[config.mk]
export PLATFORM = sky130hd
export DESIGN_NAME = multicycle_ctrl
export DESIGN_NICKNAME = d
export VERILOG_FILES = /design/src/rtl/multicycle_ctrl.sv
export SDC_FILE = /design/constraint.sdc
export NUM_CORES = 1
export LEC_CHECK = 0
export CORE_MARGIN = 2
export CORE_UTILIZATION = 52
export CTS_CLUSTER_SIZE = 20
export DETAILED_ROUTE_END_ITERATION = 10
export PLACE_DENSITY = 0.83
export RECOVER_POWER = 100
export SYNTH_ARGS = -nofsm -noshare
export SYNTH_HDL_FRONTEND = slang
export SYNTH_SLANG_ARGS = --single-unit
[constraint.sdc]
create_clock -name clk -period 7.5 [get_ports clk]
set_input_delay 2.25 -clock clk [delete_from_list [all_inputs] [get_ports clk]]
set_output_delay 2.25 -clock clk [all_outputs]
set_load 0.01 [all_outputs]
[src/rtl/multicycle_ctrl.sv]
// Multi-cycle control FSM for the MIPS datapath: steps each instruction through
// FETCH/DECODE/EXE/MEM/WB, drives datapath selects and strobes, and counts cycles and retirements.
module multicycle_ctrl #(
    parameter int unsigned CNT_W = 32
) (
    input  logic             clk,
    input  logic             reset,
    input  logic [5:0]       opcode,
    input  logic [5:0]       funct,
    input  logic             zero,
    output logic             PCWr,
    output logic             IRWr,
    output logic             RegWr,
    output logic             MemWr,
    output logic             RegDst,
    output logic             jal,
    output logic             ALUSrc,
    output logic [1:0]       EXT,
    output logic             MemtoReg,
    output logic [2:0]       ALUOp,
    output logic [1:0]       NPCOp,
    output logic [2:0]       state,
    output logic [CNT_W-1:0] cycle_cnt,
    output logic [CNT_W-1:0] instr_cnt
);

    localparam logic [2:0] FETCH  = 3'b000;
    localparam logic [2:0] DECODE = 3'b001;
    localparam logic [2:0] EXE    = 3'b010;
    localparam logic [2:0] MEM    = 3'b011;
    localparam logic [2:0] WB     = 3'b100;

    logic [2:0]       state_q, state_d;
    logic [CNT_W-1:0] cycle_cnt_q, instr_cnt_q;

    logic is_addu, is_subu, is_jr, is_ori, is_lw, is_sw, is_beq, is_lui, is_jal, is_unknown;

    always_comb begin
        is_addu    = (opcode == 6'b000000) && (funct == 6'b100001);
        is_subu    = (opcode == 6'b000000) && (funct == 6'b100011);
        is_jr      = (opcode == 6'b000000) && (funct == 6'b001000);
        is_ori     = (opcode == 6'b001101);
        is_lw      = (opcode == 6'b100011);
        is_sw      = (opcode == 6'b101011);
        is_beq     = (opcode == 6'b000100);
        is_lui     = (opcode == 6'b001111);
        is_jal     = (opcode == 6'b000011);
        is_unknown = !(is_addu || is_subu || is_jr || is_ori || is_lw || is_sw ||
                       is_beq || is_lui || is_jal);
    end

    always_comb begin
        state_d = FETCH;
        case (state_q)
            FETCH:   state_d = DECODE;
            DECODE:  state_d = (is_jal || is_jr || is_unknown) ? FETCH : EXE;
            EXE: begin
                if (is_beq)             state_d = FETCH;
                else if (is_lw || is_sw) state_d = MEM;
                else                    state_d = WB;
            end
            MEM:     state_d = is_sw ? FETCH : WB;
            WB:      state_d = FETCH;
            default: state_d = FETCH;
        endcase
    end

    // Strobes are computed raw here and gated by reset below.
    logic pc_wr_raw, ir_wr_raw, reg_wr_raw, mem_wr_raw;

    always_comb begin
        pc_wr_raw  = 1'b0;
        ir_wr_raw  = 1'b0;
        reg_wr_raw = 1'b0;
        mem_wr_raw = 1'b0;
        jal        = 1'b0;
        NPCOp      = 2'b00;
        case (state_q)
            FETCH: begin
                pc_wr_raw = 1'b1;
                ir_wr_raw = 1'b1;
            end
            DECODE: begin
                if (is_jal) begin
                    reg_wr_raw = 1'b1;
                    pc_wr_raw  = 1'b1;
                    jal        = 1'b1;
                    NPCOp      = 2'b10;
                end else if (is_jr) begin
                    pc_wr_raw = 1'b1;
                    NPCOp     = 2'b11;
                end
            end
            EXE: begin
                if (is_beq) begin
                    pc_wr_raw = zero;
                    NPCOp     = 2'b01;
                end
            end
            MEM:     mem_wr_raw = is_sw;
            WB:      reg_wr_raw = 1'b1;
            default: ;
        endcase
    end

    assign PCWr  = pc_wr_raw  & ~reset;
    assign IRWr  = ir_wr_raw  & ~reset;
    assign RegWr = reg_wr_raw & ~reset;
    assign MemWr = mem_wr_raw & ~reset;

    // Selects stay at zero in FETCH and hold per class for the rest of the instruction.
    logic active;
    assign active = (state_q == DECODE) || (state_q == EXE) || (state_q == MEM) ||
                    (state_q == WB);

    always_comb begin
        RegDst   = 1'b0;
        ALUSrc   = 1'b0;
        EXT      = 2'b00;
        MemtoReg = 1'b0;
        ALUOp    = 3'b000;
        if (active) begin
            if (is_addu) begin
                RegDst = 1'b1;
            end else if (is_subu) begin
                RegDst = 1'b1;
                ALUOp  = 3'b001;
            end else if (is_ori) begin
                EXT   = 2'b01;
                ALUOp = 3'b010;
            end else if (is_lui) begin
                EXT   = 2'b10;
                ALUOp = 3'b010;
            end else if (is_lw) begin
                ALUSrc   = 1'b1;
                MemtoReg = 1'b1;
            end else if (is_sw) begin
                ALUSrc = 1'b1;
            end else if (is_beq) begin
                ALUOp = 3'b001;
            end
        end
    end

    always_ff @(posedge clk) begin
        if (reset) begin
            state_q     <= FETCH;
            cycle_cnt_q <= '0;
            instr_cnt_q <= '0;
        end else begin
            state_q     <= state_d;
            cycle_cnt_q <= cycle_cnt_q + CNT_W'(1);
            if ((state_q != FETCH) && (state_d == FETCH)) begin
                instr_cnt_q <= instr_cnt_q + CNT_W'(1);
            end
        end
    end

    assign state     = state_q;
    assign cycle_cnt = cycle_cnt_q;
    assign instr_cnt = instr_cnt_q;

endmodule

Word level (Yosys, flattened, before mapping):

Cells that the tools add are included.

* bits in registers: 67
* logic and storage cells: 93

* $add $sub $neg: 2
* equal/unequal tests: 13
* multiplexer cells: 47
* bitwise gates (word level): 5
* reductions and logical operators: 23

Operator list (number)
* 32-bit by 1-bit adder with 32-bit output (second input constant): 2
* 1-bit 2-to-1 mux: 27
* 2-bit 2-to-1 mux: 13
* 6-bit equality test (second input constant): 4
* 6-bit by 4-bit equality test with 1-bit output (second input constant): 3
* 1-bit logical OR: 14
* 3-bit case mux with 4 select lines: 1
* 3-bit 2-to-1 mux: 3
* 3-bit by 2-bit equality test with 1-bit output (second input constant): 2
* 6-bit by 2-bit equality test with 1-bit output (second input constant): 1
* 6-bit by 3-bit equality test with 1-bit output (second input constant): 1
* 3-bit zero test: 2
* 6-bit zero test: 1
* 1-bit AND: 4
* 1-bit logical AND: 4
* 2-bit case mux with 2 select lines: 1
* 3-bit by 1-bit equality test with 1-bit output (second input constant): 1
* 3-bit equality test (second input constant): 1
* 1-bit case mux with 3 select lines: 1
* 3-bit nonzero test: 1
* 1-bit case mux with 2 select lines: 1
* 1-bit zero test: 1
* 1-bit NOT: 1

Logic depth before layout (Yosys ltp):

Gate-level depths: netlist (run 1).

* depth after elaboration: 16
* depth in mapped cells: 10

Worst setup path before layout (run 1):

OpenSTA, ideal clock, no wires.

* path type: input -> output
* start: in opcode[0]
* end: out EXT[1]
* arrival: 3.602 ns
* required time: 5.250 ns
* setup slack: 1.648 ns
* cell stages on the path: 4
* path buffers: 0
* cell sequence: or4_1 nor4_4 nor3_1 and2_1

* cells in the longest elaborated chain, start to end: 6
* elaborated cells on any way between the ends: 10

Ends and longest elaborated chain
* start, declared: line 8 `input logic [5:0] opcode,`
* 6-bit by 4-bit equality test with 1-bit output: line 46 `is_lui = (opcode == 6'b001111);`
* 2-bit 2-to-1 mux: line 131 `end else if (is_lui) begin`
* 2-bit 2-to-1 mux: line 128 `end else if (is_ori) begin`
* 2-bit 2-to-1 mux: line 125 `end else if (is_subu) begin`
* 2-bit 2-to-1 mux *: line 123 `if (is_addu) begin`
* 2-bit 2-to-1 mux *: line 122 `if (active) begin`
* end, declared: line 18 `output logic [1:0] EXT,`

Every way passes the cells marked *; elsewhere a longest branch is shown, timed or not.

Worst setup path in the final report (run 1):

* start: in opcode[3]
* end: out EXT[1]

Same word-level chain as after synthesis.

==> results of run 1 <==
## registers in the layout, indices dropped and copies added, names as in the netlist
name       count
cycle_cnt     32
instr_cnt     32
state          3
## placed cells by master, fill, tap and decap left out, drive strengths merged, types with 15 or more instances in the layout
cell type	n
a21oi	23
and3	16
dfxtp	67
dlygate4sd3	82
nand2	33
nand3	19
nand4	15
nor2	65
xor2	30
## layout make-up
cell class              count  area share [%]
clock buffers               9            2.72
clock inverters             7            1.62
inverters                   8           0.659
multi-input cells         325            42.4
flip-flops and latches     67            29.4
well taps                  77            2.11
repair buffers             98            21.1
## worst min-delay path by stage
| stage | to | slack (ns) | depth (start not counted) |
|---|---|---|---|
| floorplan | cycle_cnt[0]$_SDFF_PP0_ | 0.48 | 1 |
| global placement | cycle_cnt[0]$_SDFF_PP0_ | 0.46 | 1 |
| detailed placement | cycle_cnt[0]$_SDFF_PP0_ | 0.47 | 1 |
| CTS | cycle_cnt[0]$_SDFF_PP0_ | 0.49 | 1 |
| global route | cycle_cnt[0]$_SDFF_PP0_ | 0.51 | 1 |
| finish | cycle_cnt[0]$_SDFF_PP0_ | 0.48 | 1 |
## synthesized netlist by cell type
| library cell | number |
|---|---|
| dfxtp_1 | 67 |
| nor2_1 | 65 |
| nand2_1 | 33 |
| xor2_1 | 30 |
| a21oi_1 | 23 |
| nand3_1 | 19 |
| and3_1 | 16 |
| nand4_1 | 15 |
| clkbuf_1 | 14 |
| or3_1 | 14 |
| o21ai_0 | 13 |
| o2111ai_1 | 11 |
| xnor2_1 | 11 |
| and2_1 | 10 |
| nor3_1 | 9 |
| inv_1 | 8 |
| or4_1 | 8 |
| o31ai_1 | 7 |
| nor2b_1 | 6 |
| nor4_1 | 5 |
| and4_1 | 4 |
| a211oi_1 | 3 |
| buf_4 | 2 |
| buf_6 | 2 |
| ha_1 | 2 |
| mux2i_1 | 2 |
| o211ai_1 | 2 |
| a2111oi_0 | 1 |
| a22o_1 | 1 |
| a311oi_2 | 1 |
| a31oi_1 | 1 |
| a41oi_1 | 1 |
| conb_1 | 1 |
| nand3b_1 | 1 |
| nor3_4 | 1 |
| nor4_4 | 1 |
| o211a_1 | 1 |
| o21a_1 | 1 |
| o21ai_4 | 1 |
| o21ba_2 | 1 |
| o31a_1 | 1 |
| or2_2 | 1 |
| or4_4 | 1 |
| or4b_1 | 1 |
## kinds of logic (layout without fill, tap and decap cells)
group                      count (synthesis)  after routing  share of synthesized area, %
and+or+nand+nor                          210            210                          31.8
AOI/OAI and AO/OA                         69             69                          13.6
DFF                                       67             67                          39.2
xor gates and xnor gates                  41             41                          10.5
buffers and inverters                     26            122                          3.51
adders and majority gates                  2              2                         0.731
muxes                                      2              2                         0.585
other                                      1              1                         0.110
## power by group through the flow
| stage | Clock, mW | Combinational, mW | Sequential (mW) |
|---|---|---|---|
| 2_1_floorplan | 0 | 0.0295 | 0.371 |
| 3_3_place_gp | 0 | 0.0498 | 0.371 |
| 3_5_place_dp | 0 | 0.0504 | 0.371 |
| 4_1_cts | 0.307 | 0.0510 | 0.363 |
| 5_1_grt | 0.319 | 0.0513 | 0.364 |
| 6_report | 0.302 | 0.0468 | 0.363 |
## per-layer routing
layer	routed length, µm	global-route usage [%]
met4	94	6.93
met3	499	5.84
met5	0	0
met2	4190	40.1
met1	3820	30.7
==> out/qor.txt, run 1 <==
Initial antenna violation count - 0
Total Routed Length - 8600 µm
Pre-CTS setup slack - 0.605 ns
Final core utilization - 71.7%
Critical Path End Type - output pin
Tcrit/Tclk final - 94.8%
Seq/Total Area, Yosys - 39.2%
HP Class - flip-flop to flip-flop
Min Tclk post-route - 7.11 ns
Cell repeated most along the worst path - dlygate4sd3_1
Synth area leader - dfxtp_1
MaxCap Viol Count - 2
Cell area after synthesis - 3420 µm²
Core footprint - 6350 µm²
Mapped Cells - 418
Reg-to-reg setup timing slack - 3.95 ns
Peak VDD IR - 0.136 mV
Post-synth cell types - 44
Status - finished with violations
Dpl cells - 575
Syn Nets - 435
CTS tree - done
Vias in the first global route - 3047
Crit Path Max Fanout - 8
DP Area - 4400 µm²
GR Util All Layers - 23.9%
Clock power share - 42.4%
Delay-heaviest family, CP - simple AND/OR/NAND/NOR gates
Sw frac - 25.2%
CP startpoint kind - input port
Residual DRC - 0
Buf/Inv on CP - 2
Setup bufs post-CTS - 0
CP peak stage delay - 0.65 ns
Fin. Hold Viols - 0
Final nets - 526
Cells along the critical path - dlygate4sd3_1, or4_1, nor4_4, nor3_1, and2_1, dlygate4sd3_1
Sequential Power Share - 51.0%
Largest cells by area after synthesis - dfxtp_1 39%, xor2_1 7.7%, nor2_1 7.1%
Starting density of the core - 53.9%
Final Worst Setup Slack - 0.392 ns
Internal - 532 µW
Clock Tree Root - clkbuf_8
Die Y-Extent - 85.2 µm
Non-Filler Instances - 591
Register area - 1340 µm²
RSZ-0062 raised after global routing - no
YS warnings - 0
ANT nets after route - 0
P&R area growth vs syn - 33.0%
Clock Tree Buf Depth - 2
Detailed Routing Iterations Pass 1 - 4
CTS Buf Count - 9
Post-CTS Hold Fix Bufs - 0
Max-slew violation count - 68
FF-to-FF Start - state[0]$_SDFF_PP0_
RR Endpoint - instr_cnt[29]$_SDFFE_PP0P_
Total die area - 7250 µm²
Share of layout cells above drive strength 1 - 3.89%
Initial DRC Count - 156
CP arrival - 4.86 ns
Slowest-stage cell, CP - dlygate4sd3_1
Routability cong. - 0.889
WL per Instance - 14.6 µm
Sink Count - 67
Largest net degree at the start of global routing - 45
Area of the multi-input gates - 1930 µm²
Final setup vio count - 0
Synthesized flop and latch total - 67
Violated checks - max-capacitance violations, max-slew violations
CP Capture Point - EXT[1]
R2R depth - 5
Comb power frac - 6.6%
Syn avg cell area - 8.19 µm²
H-Tree Depth - 3
Hold Slack - 0.479 ns
Power Density - 156 nW/µm²
Antenna diodes - 0
Chip width - 85.2 µm
Slew @ Worst Pin - 2.19 ns
Vias per cell - 5.70
Post-DP HPWL - 6110 µm
Fillers - 514
Worst endpoint required time - 5.25 ns
Fmax achieved - 0.141 GHz
Vias - 3366
Global-route wire length before repair - 14200 µm
Crit. Startpoint - opcode[3]
I/O pins - 97
Leakage power total - 1.80 nW
Worst-path clk slew - 0.07 ns
Setup_tns - 0 ns
GR Overflow Total - 0
# rows - 29
Post-synth top area share - 39.2%
Switch Pwr - 179 µW
Final instance area - 4560 µm²
Post-cts gate resize count - 0
Min-delay src - cycle_cnt[0]$_SDFF_PP0_
Port Buf Inserts - 95
Overall power - 712 µW
Rel. slew slack - -47.8%
Critical path class - input port to output pin
Worst Skew - 0.0134 ns
Worst path depth - 6
Clock Latency Late Sink - 0.35 ns
No activity file was read; power rests on OpenSTA's default activity.
==> run 2, diff against run 1 <==
SKIP_LAST_GASP = 1   (was not set)
==> results of run 2 <==
Final layout, timing and power as in run 1 (identical DEF).
==> run 3, diff against run 2 <==
RECOVER_POWER = 25   (was 100)
==> out/qor.txt, run 3 (synthesis results as in run 1) <==
Status - finished with violations
Violated checks - max-capacitance violations, max-slew violations
Sw frac - 25.5%
Min-delay src - cycle_cnt[0]$_SDFF_PP0_
Vias - 3377
GR Overflow Total - 0
Crit. Startpoint - opcode[3]
Overall power - 717 µW
Setup bufs post-CTS - 0
Vias per cell - 5.71
Leading cell types in the layout, fill and taps excluded - 89 x clkdlybuf4s50_1, 67 x dfxtp_1, 65 x nor2_1
Setup_tns - 0 ns
Final nets - 526
Clock Tree Root - clkbuf_8
Core footprint - 6350 µm²
Crit Path Max Fanout - 8
Detailed Routing Iterations Pass 1 - 4
CTS Buf Count - 9
P&R area growth vs syn - 34.1%
FF-to-FF Start - instr_cnt[15]$_SDFFE_PP0P_
Max-slew violation count - 45
Clock power share - 42.4%
Critical path class - input port to output pin
Initial antenna violation count - 0
Post-cts gate resize count - 0
Worst endpoint required time - 5.25 ns
Post-CTS Hold Fix Bufs - 0
CP arrival - 4.64 ns
Sink Count - 67
Die Y-Extent - 85.2 µm
RSZ-0062 raised after global routing - no
Peak VDD IR - 0.138 mV
Min Tclk post-route - 6.89 ns
Starting density of the core - 53.9%
Worst-path clk slew - 0.07 ns
Sequential Power Share - 50.6%
Global-route wire length before repair - 14200 µm
GR Util All Layers - 23.9%
WL per Instance - 14.6 µm
Fin. Hold Viols - 0
Post-DP HPWL - 6110 µm
Commonest non-fill, non-tap cell in the layout - clkdlybuf4s50_1
Power Density - 156 nW/µm²
Total Routed Length - 8650 µm
Non-Filler Instances - 591
Clock Tree Buf Depth - 2
Routability cong. - 0.889
Port Buf Inserts - 95
Worst Skew - 0.0130 ns
Vias in the first global route - 3047
DP Area - 4400 µm²
Fmax achieved - 0.145 GHz
Internal - 535 µW
Pre-CTS setup slack - 0.605 ns
Critical Path End Type - output pin
Rel. slew slack - -24.5%
Largest net degree at the start of global routing - 45
Initial DRC Count - 172
Antenna diodes - 0
Comb power frac - 7.0%
Share of layout cells above drive strength 1 - 4.86%
ANT nets after route - 0
Tcrit/Tclk final - 91.9%
Clock Latency Late Sink - 0.35 ns
Final setup vio count - 0
Leakage power total - 1.56 nW
CP startpoint kind - input port
Hold Slack - 0.482 ns
CTS tree - done
MaxCap Viol Count - 1
# rows - 29
Chip width - 85.2 µm
Switch Pwr - 183 µW
Final core utilization - 72.3%
Total die area - 7250 µm²
Final Worst Setup Slack - 0.606 ns
Residual DRC - 0
Slew @ Worst Pin - 1.87 ns
H-Tree Depth - 3
Dpl cells - 575
I/O pins - 97
HP Class - flip-flop to flip-flop
Final instance area - 4590 µm²
-- run 3: changes by cell type in the layout (fill, tap and decap cells not counted) --
cell and delta:
o21ai_4 +1, nor3_4 +1, a311oi_1 -1, clkdlybuf4s50_1 +77, a311oi_2 +1, buf_4 +1
or4_4 +1, o21ai_0 -1, nor3_1 -1, or4_1 -1, dlygate4sd3_1 -77, clkbuf_1 -1
-- run 3: worst max-delay path: stages --
cell and delay, ns:
clkdlybuf4s50_1 0.55, or4_4 0.63, nor4_4 0.43, nor3_1 0.14
and2_1 0.18, clkdlybuf4s50_1 0.47
-- run 3: path summary, 6_finish.rpt --
kind | to | slack, ns | depth (start not counted)
worst max-delay path | EXT[1] | 0.61 | 6
worst min-delay path | cycle_cnt[0]$_SDFF_PP0_ | 0.48 | 1
worst max register to register | instr_cnt[31]$_SDFFE_PP0P_ | 5.14 | 6
worst min register to register | cycle_cnt[0]$_SDFF_PP0_ | 0.48 | 1
-- run 3: final cells by class --
class                   instances  area [µm²]
flip-flops and latches         67        1340
repair buffers                 98         963
clock inverters                 7        73.8
well taps                      77        96.3
clock buffers                   9         124
inverters                       8        30.0
multi-input cells             325        1960
fillers                       506        1760
-- run 3: power groups by stage --
stage	sequential, mW	combinational, mW	clock (mW)
floorplan	0.371	0.0295	0
global placement	0.371	0.0498	0
detailed placement	0.371	0.0504	0
CTS	0.363	0.0510	0.307
global route	0.364	0.0548	0.319
finish	0.363	0.0504	0.304
-- run 3: metal layers --
metal	global-route usage [%]	up-vias	part of all wire [%]
met5	0	-	0
met3	5.84	9	5.6
met4	6.93	0	1.3
met2	40.1	105	49
li1	-	1684	-
met1	30.7	1579	44
